===== config.mk =====
export PLATFORM = sky130hd
export DESIGN_NAME = uart_tx_arbiter
export DESIGN_NICKNAME = d
export VERILOG_FILES = /design/src/rtl/uart_chat_pkg.sv /design/src/rtl/rr_arbiter2.sv /design/src/rtl/uart_tx_arbiter.sv
export SDC_FILE = /design/constraint.sdc
export NUM_CORES = 1
export LEC_CHECK = 0
export ABC_CLOCK_PERIOD_IN_PS = 2520
export CORE_MARGIN = 10
export CORE_UTILIZATION = 40
export DETAILED_ROUTE_END_ITERATION = 8
export GPL_ROUTABILITY_DRIVEN = 0
export PLACE_DENSITY = 0.69
export SYNTH_ARGS = -nofsm -noshare
export SYNTH_HDL_FRONTEND = slang
export SYNTH_HIERARCHICAL = 1
export SYNTH_SLANG_ARGS = --single-unit

===== constraint.sdc =====
create_clock -name clk -period 2.52 [get_ports clk]
set_input_delay 0.504 -clock clk [delete_from_list [all_inputs] [get_ports clk]]
set_output_delay 0.504 -clock clk [all_outputs]
set_load 0.05 [all_outputs]

===== src/rtl/uart_chat_pkg.sv =====
// Shared types and sizing for the UART chat transmit path.
package uart_chat_pkg;

  localparam int unsigned MSG_BYTES = 8;
  localparam int unsigned BYTE_W    = 8;
  localparam int unsigned LEN_W     = 4;
  localparam int unsigned MSG_W     = MSG_BYTES * BYTE_W;

  typedef enum logic [1:0] {
    IDLE,
    LOAD,
    WAIT_SENT
  } state_t;

  // Byte counts above the message capacity are treated as a full message.
  function automatic logic [LEN_W-1:0] clamp_len(input logic [LEN_W-1:0] len);
    return (len > LEN_W'(MSG_BYTES)) ? LEN_W'(MSG_BYTES) : len;
  endfunction

endpackage


===== src/rtl/rr_arbiter2.sv =====
// Two-way round-robin pick: on a tie the source not granted last wins.
module rr_arbiter2 (
  input  logic [1:0] req,
  input  logic       last_grant,
  output logic [1:0] pick
);

  always_comb begin
    pick    = '0;
    pick[0] = req[0] & (~req[1] | last_grant);
    pick[1] = req[1] & (~req[0] | ~last_grant);
  end

endmodule


===== src/rtl/uart_tx_arbiter.sv =====
// Shares one UART byte interface between two message sources, sending each
// granted message MSB-first with a per-byte watchdog on the sent handshake.
module uart_tx_arbiter
  import uart_chat_pkg::*;
#(
  parameter int unsigned TIMEOUT_CYCLES = 1023
) (
  input  logic              clk,
  input  logic              reset,
  input  logic              req_0,
  input  logic              req_1,
  input  logic [MSG_W-1:0]  msg_0,
  input  logic [MSG_W-1:0]  msg_1,
  input  logic [LEN_W-1:0]  len_0,
  input  logic [LEN_W-1:0]  len_1,
  output logic              grant_0,
  output logic              grant_1,
  output logic              done_0,
  output logic              done_1,
  output logic              error_0,
  output logic              error_1,
  output logic [BYTE_W-1:0] Byte_Out,
  output logic              Load_Byte,
  input  logic              byte_has_been_sent,
  output logic              busy
);

  localparam int unsigned TIMER_W = (TIMEOUT_CYCLES == 0) ? 1 : $clog2(TIMEOUT_CYCLES + 1);

  state_t             state, state_next;
  logic [MSG_W-1:0]   shift;
  logic [LEN_W-1:0]   byte_count, byte_total;
  logic [TIMER_W-1:0] timer;
  logic               owner, last_grant;
  logic [1:0]         pick;
  logic [1:0]         grant_n, done_n, error_n;
  logic [LEN_W-1:0]   sel_len;
  logic [MSG_W-1:0]   sel_msg;
  logic               timeout_hit;

  rr_arbiter2 u_rr (
    .req        ({req_1, req_0}),
    .last_grant (last_grant),
    .pick       (pick)
  );

  assign sel_len = clamp_len(pick[1] ? len_1 : len_0);
  assign sel_msg = pick[1] ? msg_1 : msg_0;
  // Fires on the last permitted WAIT_SENT cycle, so the watchdog allows exactly TIMEOUT_CYCLES.
  assign timeout_hit = (TIMEOUT_CYCLES != 0) && (timer == TIMER_W'(TIMEOUT_CYCLES - 1));
  assign busy = (state == LOAD) || (state == WAIT_SENT);

  always_comb begin
    state_next = state;
    grant_n    = '0;
    done_n     = '0;
    error_n    = '0;
    case (state)
      IDLE: begin
        if (pick != 2'b00) begin
          grant_n = pick;
          if (sel_len == '0) done_n = pick;
          else               state_next = LOAD;
        end
      end
      LOAD: state_next = WAIT_SENT;
      WAIT_SENT: begin
        if (byte_has_been_sent) begin
          if (byte_count == byte_total) begin
            done_n[owner] = 1'b1;
            state_next    = IDLE;
          end else begin
            state_next = LOAD;
          end
        end else if (timeout_hit) begin
          error_n[owner] = 1'b1;
          state_next     = IDLE;
        end
      end
      default: state_next = IDLE;
    endcase
  end

  always_ff @(posedge clk) begin
    if (!reset) begin
      state      <= IDLE;
      shift      <= '0;
      byte_count <= '0;
      byte_total <= '0;
      timer      <= '0;
      owner      <= 1'b0;
      last_grant <= 1'b1;
      grant_0    <= 1'b0;
      grant_1    <= 1'b0;
      done_0     <= 1'b0;
      done_1     <= 1'b0;
      error_0    <= 1'b0;
      error_1    <= 1'b0;
      Byte_Out   <= '0;
      Load_Byte  <= 1'b0;
    end else begin
      state     <= state_next;
      grant_0   <= grant_n[0];
      grant_1   <= grant_n[1];
      done_0    <= done_n[0];
      done_1    <= done_n[1];
      error_0   <= error_n[0];
      error_1   <= error_n[1];
      Load_Byte <= 1'b0;
      case (state)
        IDLE: begin
          if (pick != 2'b00) begin
            shift      <= sel_msg;
            byte_total <= sel_len;
            byte_count <= '0;
            owner      <= pick[1];
            last_grant <= pick[1];
          end
        end
        LOAD: begin
          Byte_Out   <= shift[MSG_W-1 -: BYTE_W];
          Load_Byte  <= 1'b1;
          shift      <= shift << BYTE_W;
          byte_count <= byte_count + LEN_W'(1);
          timer      <= '0;
        end
        WAIT_SENT: begin
          if (!byte_has_been_sent && (timer != '1)) timer <= timer + TIMER_W'(1);
        end
        default: ;
      endcase
    end
  end

endmodule


# Word level (Yosys, flattened, before mapping)
# Cells that the tools add are included.
# word_totals
in_bits	141
wordCells	77
ff_bits	101
# classes
bitwise_logic	10
add_sub_neg	2
muxes	23
n_eq_ne	9
reduce_logical	15
n_lt_le_gt_ge	3
# ops
op	count
$mux W64	2
$pmux W64 S2	1
$pmux W10 S2	1
$mux W2	8
$mux W4	3
$add A10 B1 Y10 const B	1
$eq A10 B10 Y1 const B	1
$mux W10	1
$ne A10 B10 Y1 const B	1
$pmux W4 S2	1
$not A1 Y1	6
$pmux W2 S3	1
$reduce_and A2 Y1	3
$reduce_and A3 Y1	2
$reduce_bool A2 Y1	3
$add A4 B1 Y4 const B	1
$eq A4 B4 Y1	1
$gt A4 B4 Y1 const B	1
$logic_not A4 Y1	1
$ne A2 B2 Y1 const B	2
$pmux W2 S2	1
$reduce_or A4 Y1	1
$mux W1	3
$ne A3 B3 Y1 const B	1
other kinds (12)	15

# Depth between registers and ports, before layout
# logic_depth
ltp_word	10
mapped_depth	9
mapped_depth_nobuf	7

# Modules after synthesis
# Netlist, hierarchy kept.
# modules_own_cells
mod	area_each_um2	seq_area_each_um2	n_inst	cells_each
uart_tx_arbiter	5465.2	2021.9	1	660
rr_arbiter2	18.8	0.0	1	3

# Least setup slack after synthesis
# No wires, ideal clock.
# synth_path
path_type	in2reg
startpoint	input req_1
endpoint	register byte_count[2]
slack_ns	0.689
setup_time_ns	0.114
arrival_time_ns	1.717
stages	8
required_time_ns	2.406
cell_sequence	a21boi_0 > buf_2 > o21a_1 > clkbuf_1 > nor2b_1 > buf_2 > nand2b_1 > nor2_1
# synth_via
elab_chain_cells	6
word_cells_on_any_way	7
classes_between	1 x eq/ne; 4 x bitwise; 2 x reduce/logical
# synth_lines
item	line_no	text
start: declaration	uart_tx_arbiter.sv:11	input logic req_1,
$not A1 Y1	rr_arbiter2.sv:10	pick[0] = req[0] & (~req[1] | last_grant);
$or A1 B1 Y1	rr_arbiter2.sv:10	
$and A1 B1 Y1	rr_arbiter2.sv:10	
$reduce_bool A2 Y1 *	uart_tx_arbiter.sv:112	if (pick != 2'b00) begin
$ne A2 B2 Y1 (no source line) *	--	
$reduce_and A2 Y1 (no source line) *	--	
end signal: assignment	uart_tx_arbiter.sv:124	byte_count <= byte_count + LEN_W'(1);
end: declaration	uart_tx_arbiter.sv:32	logic [LEN_W-1:0] byte_count, byte_total;
# Every way passes the cells marked *; elsewhere a longest branch is shown, timed or not.
# A chain may end at the register's enable or synchronous reset.

# Worst setup path after layout
# layout_path
startpoint	register state[0]
endpoint	output busy
# layout_via
elab_chain_cells	2
word_cells_on_any_way	3
classes_between	2 x eq/ne; 1 x reduce/logical
# layout_lines
item	line_no	text
start: declaration	uart_tx_arbiter.sv:30	state_t state, state_next;
start signal: assignment	uart_tx_arbiter.sv:102	state <= state_next;
$eq A2 B1 Y1 or $eq A2 B2 Y1 (tied branches)	uart_tx_arbiter.sv:51	assign busy = (state == LOAD) || (state == WAIT_SENT);
$logic_or A1 B1 Y1 *	uart_tx_arbiter.sv:51	
end: declaration	uart_tx_arbiter.sv:25	output logic busy
# Marks and branches as above.

==> flow_summary.yaml <==
worst_setup_path:
  rr_startpoint: "state[1]$_SDFFE_PN0P_"
  critPathArrivalTime_ns: 1.59
  reg2reg_depth: 7
  cp.required_ns: 2.02
  reg2reg_slack_ns: 0.65
  critPathCaptureType: "output pin"
  rr_endpoint: "shift[20]$_SDFFE_PN0P_"
  cp-start-kind: "flop"
  critPathKind: "flop to output pin"
  cp_max_fo: 4
yosys:
  ys_ff_latch: 101
  synth-simple-area-share_pct: 21.4
  synth_most_common_cell: "nand2_1"
  async_reset_ff_share_pct: 0
  synth_area_leaders: "dfxtp_1, mux2i_1, nand2_1, a21oi_2, o21ai_0"
  syn-cell-area_um2: 5480
  synth-compound-area-share_pct: 19.0
  synth_enable_flop_cells: 0
  synth_top_area_share_pct: 36.9
  synth_fp_nets: 811
  synth_top_family_by_area: "simple AND/OR/NAND/NOR gates"
  synth_common_cells: "nand2_1, dfxtp_1, mux2i_1"
  synthCells: 663
  synthMuxAreaShare_pct: 13.9
  ys_types: 52
  synth_fa_ha_area_share_pct: 1.60
  synth_xor_area_share_pct: 1.12
  synth.avg_cell_area_um2: 8.27
  yosysSeqAreaShare_pct: 36.9
  ys_warn_count: 6
  ys.flop_type: "dfxtp_1"
  synth_top_cell_by_area: "dfxtp_1"
clock_tree:
  hold_buffers: 0
  ctsResizeCount: 0
  cts.sinks: 101
  cts_made_buffers: 9
  clk_pin_slew_worst_paths_ns: 0.06
  clockRootBuffer: "clkbuf_16"
  htree_levels: 3
  insertion_delay_ns: 0.35
  clockBufferDepth: 2
  tritoncts: "done"
  cts_setup_buffers: 0
grt:
  grt_use_total_pct: 15.1
  grt_pass1_vias: 4986
  grt_pass1_wl_um: 23200
  grt_remaining_overflow: 0
  grt_start_max_net_pins: 58
  antenna_found_initial: 0
power:
  p_per_area_nw_per_um2: 939
  total_power_mw: 7.05
  clkPwrFrac_pct: 18.8
  internal_power_mw: 4.17
  power_frac_seq_pct: 33.4
  combinationalPowerShare_pct: 47.8
  ir_drop_mv: 0.543
  switching_share_pct: 40.8
  switching_power_mw: 2.87
  total_leakage_power_nw: 2.67
finish:
  layout.nets: 944
  drive_above_1_share_pct: 16.6
  areaGrowthSynthToFinish_pct: 36.8
  fin_area_um2: 7500
  antennaDiodeCount: 0
detailed_routing:
  first_pass_iters: 6
  wirelength_um: 14500
  ant_nets: 0
  avgRoutedWirePerCell_um: 14.8
  vias_per_cell: 4.99
  first_iter_violations: 281
  vias: 4871
  drc: 0
floorplan:
  die_h_um: 137
  core_um2: 13300
  rows: 42
  die_w_um: 137
  die_area_um2: 18800
  start_util_pct: 41.1
  io_pins: 157
run:
  maxCapViolCount: 0
timing:
  drv_slew: 0
  fin_crit_sh_pct: 83.1
  max_freq_mhz: 478
  rsz0062_at_grt: "false"
  fin_tns_setup_ns: 0
  fin_crit_ns: 2.09
  finClkSkew_ns: 0.00999
  hold_violations: 0
  slew_headroom_pct: 61.3
  worst_pin_slew_ns: 0.579
  finalSetupViolations: 0
min_path:
  hp-class: "flop to flop"
  min_path_cells: 2
  min_from: "shift[59]$_SDFFE_PN0P_"
  hold_path_end: "shift[59]$_SDFFE_PN0P_"
placement:
  placed_area_um2: 7210
  dpl.hpwl_um: 11000
  io_buffers: 156
status:
  status: "finished, final reports clean"
metal layers:
layer / share of wire [%] / vias to the layer above / track usage [%] / wire length (um)
li1: - / 2521 / - / -
met2: 50 / 117 / 26.0 / 7210
met3: 6.4 / 16 / 4.62 / 921
met4: 1.7 / 0 / 4.92 / 242
met1: 42 / 2217 / 17.3 / 6110
met5: 0 / - / 0 / 0
area by class of cell:
class,count,area (um2)
clock buffers,12,267
clock inverters,3,20.0
fillers,1248,5850
inverters,7,27.5
multi-input cells,506,3160
flip-flops and latches,101,2020
well taps,176,220
repair buffers,171,1790
how the worst max path moves through the flow:
| stage | from | endpoint |
|---|---|---|
| after floorplan | req_1 | byte_count[2]$_SDFFE_PN0P_ |
| after global placement | req_0 | shift[59]$_SDFFE_PN0P_ |
| after detailed placement | req_0 | shift[60]$_SDFFE_PN0P_ |
| after CTS | state[0]$_SDFFE_PN0P_ | busy |
| after global routing | state[0]$_SDFFE_PN0P_ | busy |
| final | state[0]$_SDFFE_PN0P_ | busy |
power groups by stage:
stage | Clock, mW | Combinational (mW) | Sequential, mW
floorplan | 0 | 2.63 | 2.41
global placement | 0 | 3.33 | 2.37
detailed placement | 0 | 3.39 | 2.39
CTS | 1.35 | 3.41 | 2.35
global route | 1.41 | 3.74 | 2.40
finish | 1.33 | 3.37 | 2.35
flip-flops by register name, indices dropped and copies added, names as in the netlist:
signal      count
shift          64
timer          10
Byte_Out        8
byte_count      4
byte_total      4
state           2
Load_Byte       1
done_0          1
done_1          1
error_0         1
error_1         1
grant_0         1
grant_1         1
last_grant      1
owner           1
through the flow:
step           hold slack, ns  worst slack (ns)  util, %  instances
4_1_cts                 0.456            0.0113     56.2        976
5_1_grt                 0.472             0.357     56.2        976
3_3_place_gp            0.442             0.186     54.0        961
2_1_floorplan           0.427             0.689        -        663
3_5_place_dp            0.448             0.136     54.0        961
6_report                0.453             0.426     56.2        976
logic make-up (layout without fill, tap and decap cells):
| group | Yosys count | after routing |
|---|---|---|
| AO/OA/AOI/OAI | 159 | 159 |
| XOR/XNOR | 7 | 7 |
| adder cells (fa/ha/maj) | 7 | 7 |
| buffers and inverters | 56 | 193 |
| flip-flops | 101 | 101 |
| multiplexers | 75 | 75 |
| AND/OR/NAND/NOR | 258 | 258 |
layout by cell type, fill, tap and decap left out, types with 2 or more instances in the layout:
| master | count |
|---|---|
| a211oi_1 | 3 |
| a21oi_1 | 27 |
| a21oi_2 | 41 |
| a22oi_1 | 10 |
| buf_12 | 9 |
| buf_4 | 6 |
| clkbuf_16 | 9 |
| clkbuf_8 | 3 |
| clkdlybuf4s50_1 | 155 |
| clkinv_2 | 2 |
| clkinvlp_4 | 2 |
| dfxtp_1 | 101 |
| ha_1 | 6 |
| inv_1 | 6 |
| mux2_2 | 8 |
| mux2i_1 | 67 |
| nand2_1 | 140 |
| nand2_2 | 40 |
| nand2b_1 | 3 |
| nand3_1 | 8 |
| nand3_2 | 2 |
| nand3b_1 | 2 |
| nand4_1 | 3 |
| nor2_1 | 42 |
| nor2b_1 | 2 |
| nor3_1 | 4 |
| nor4_1 | 2 |
| o21ai_0 | 63 |
| or3_1 | 3 |
| xnor2_1 | 5 |
| xor2_1 | 2 |
critical path: stages, from the launching register on:
cell and delay [ns]:
dfxtp_1 0.42, inv_1 0.09, ha_1 0.31, dlymetal6s2s_1 0.42
No activity file was read; power rests on OpenSTA's default activity.
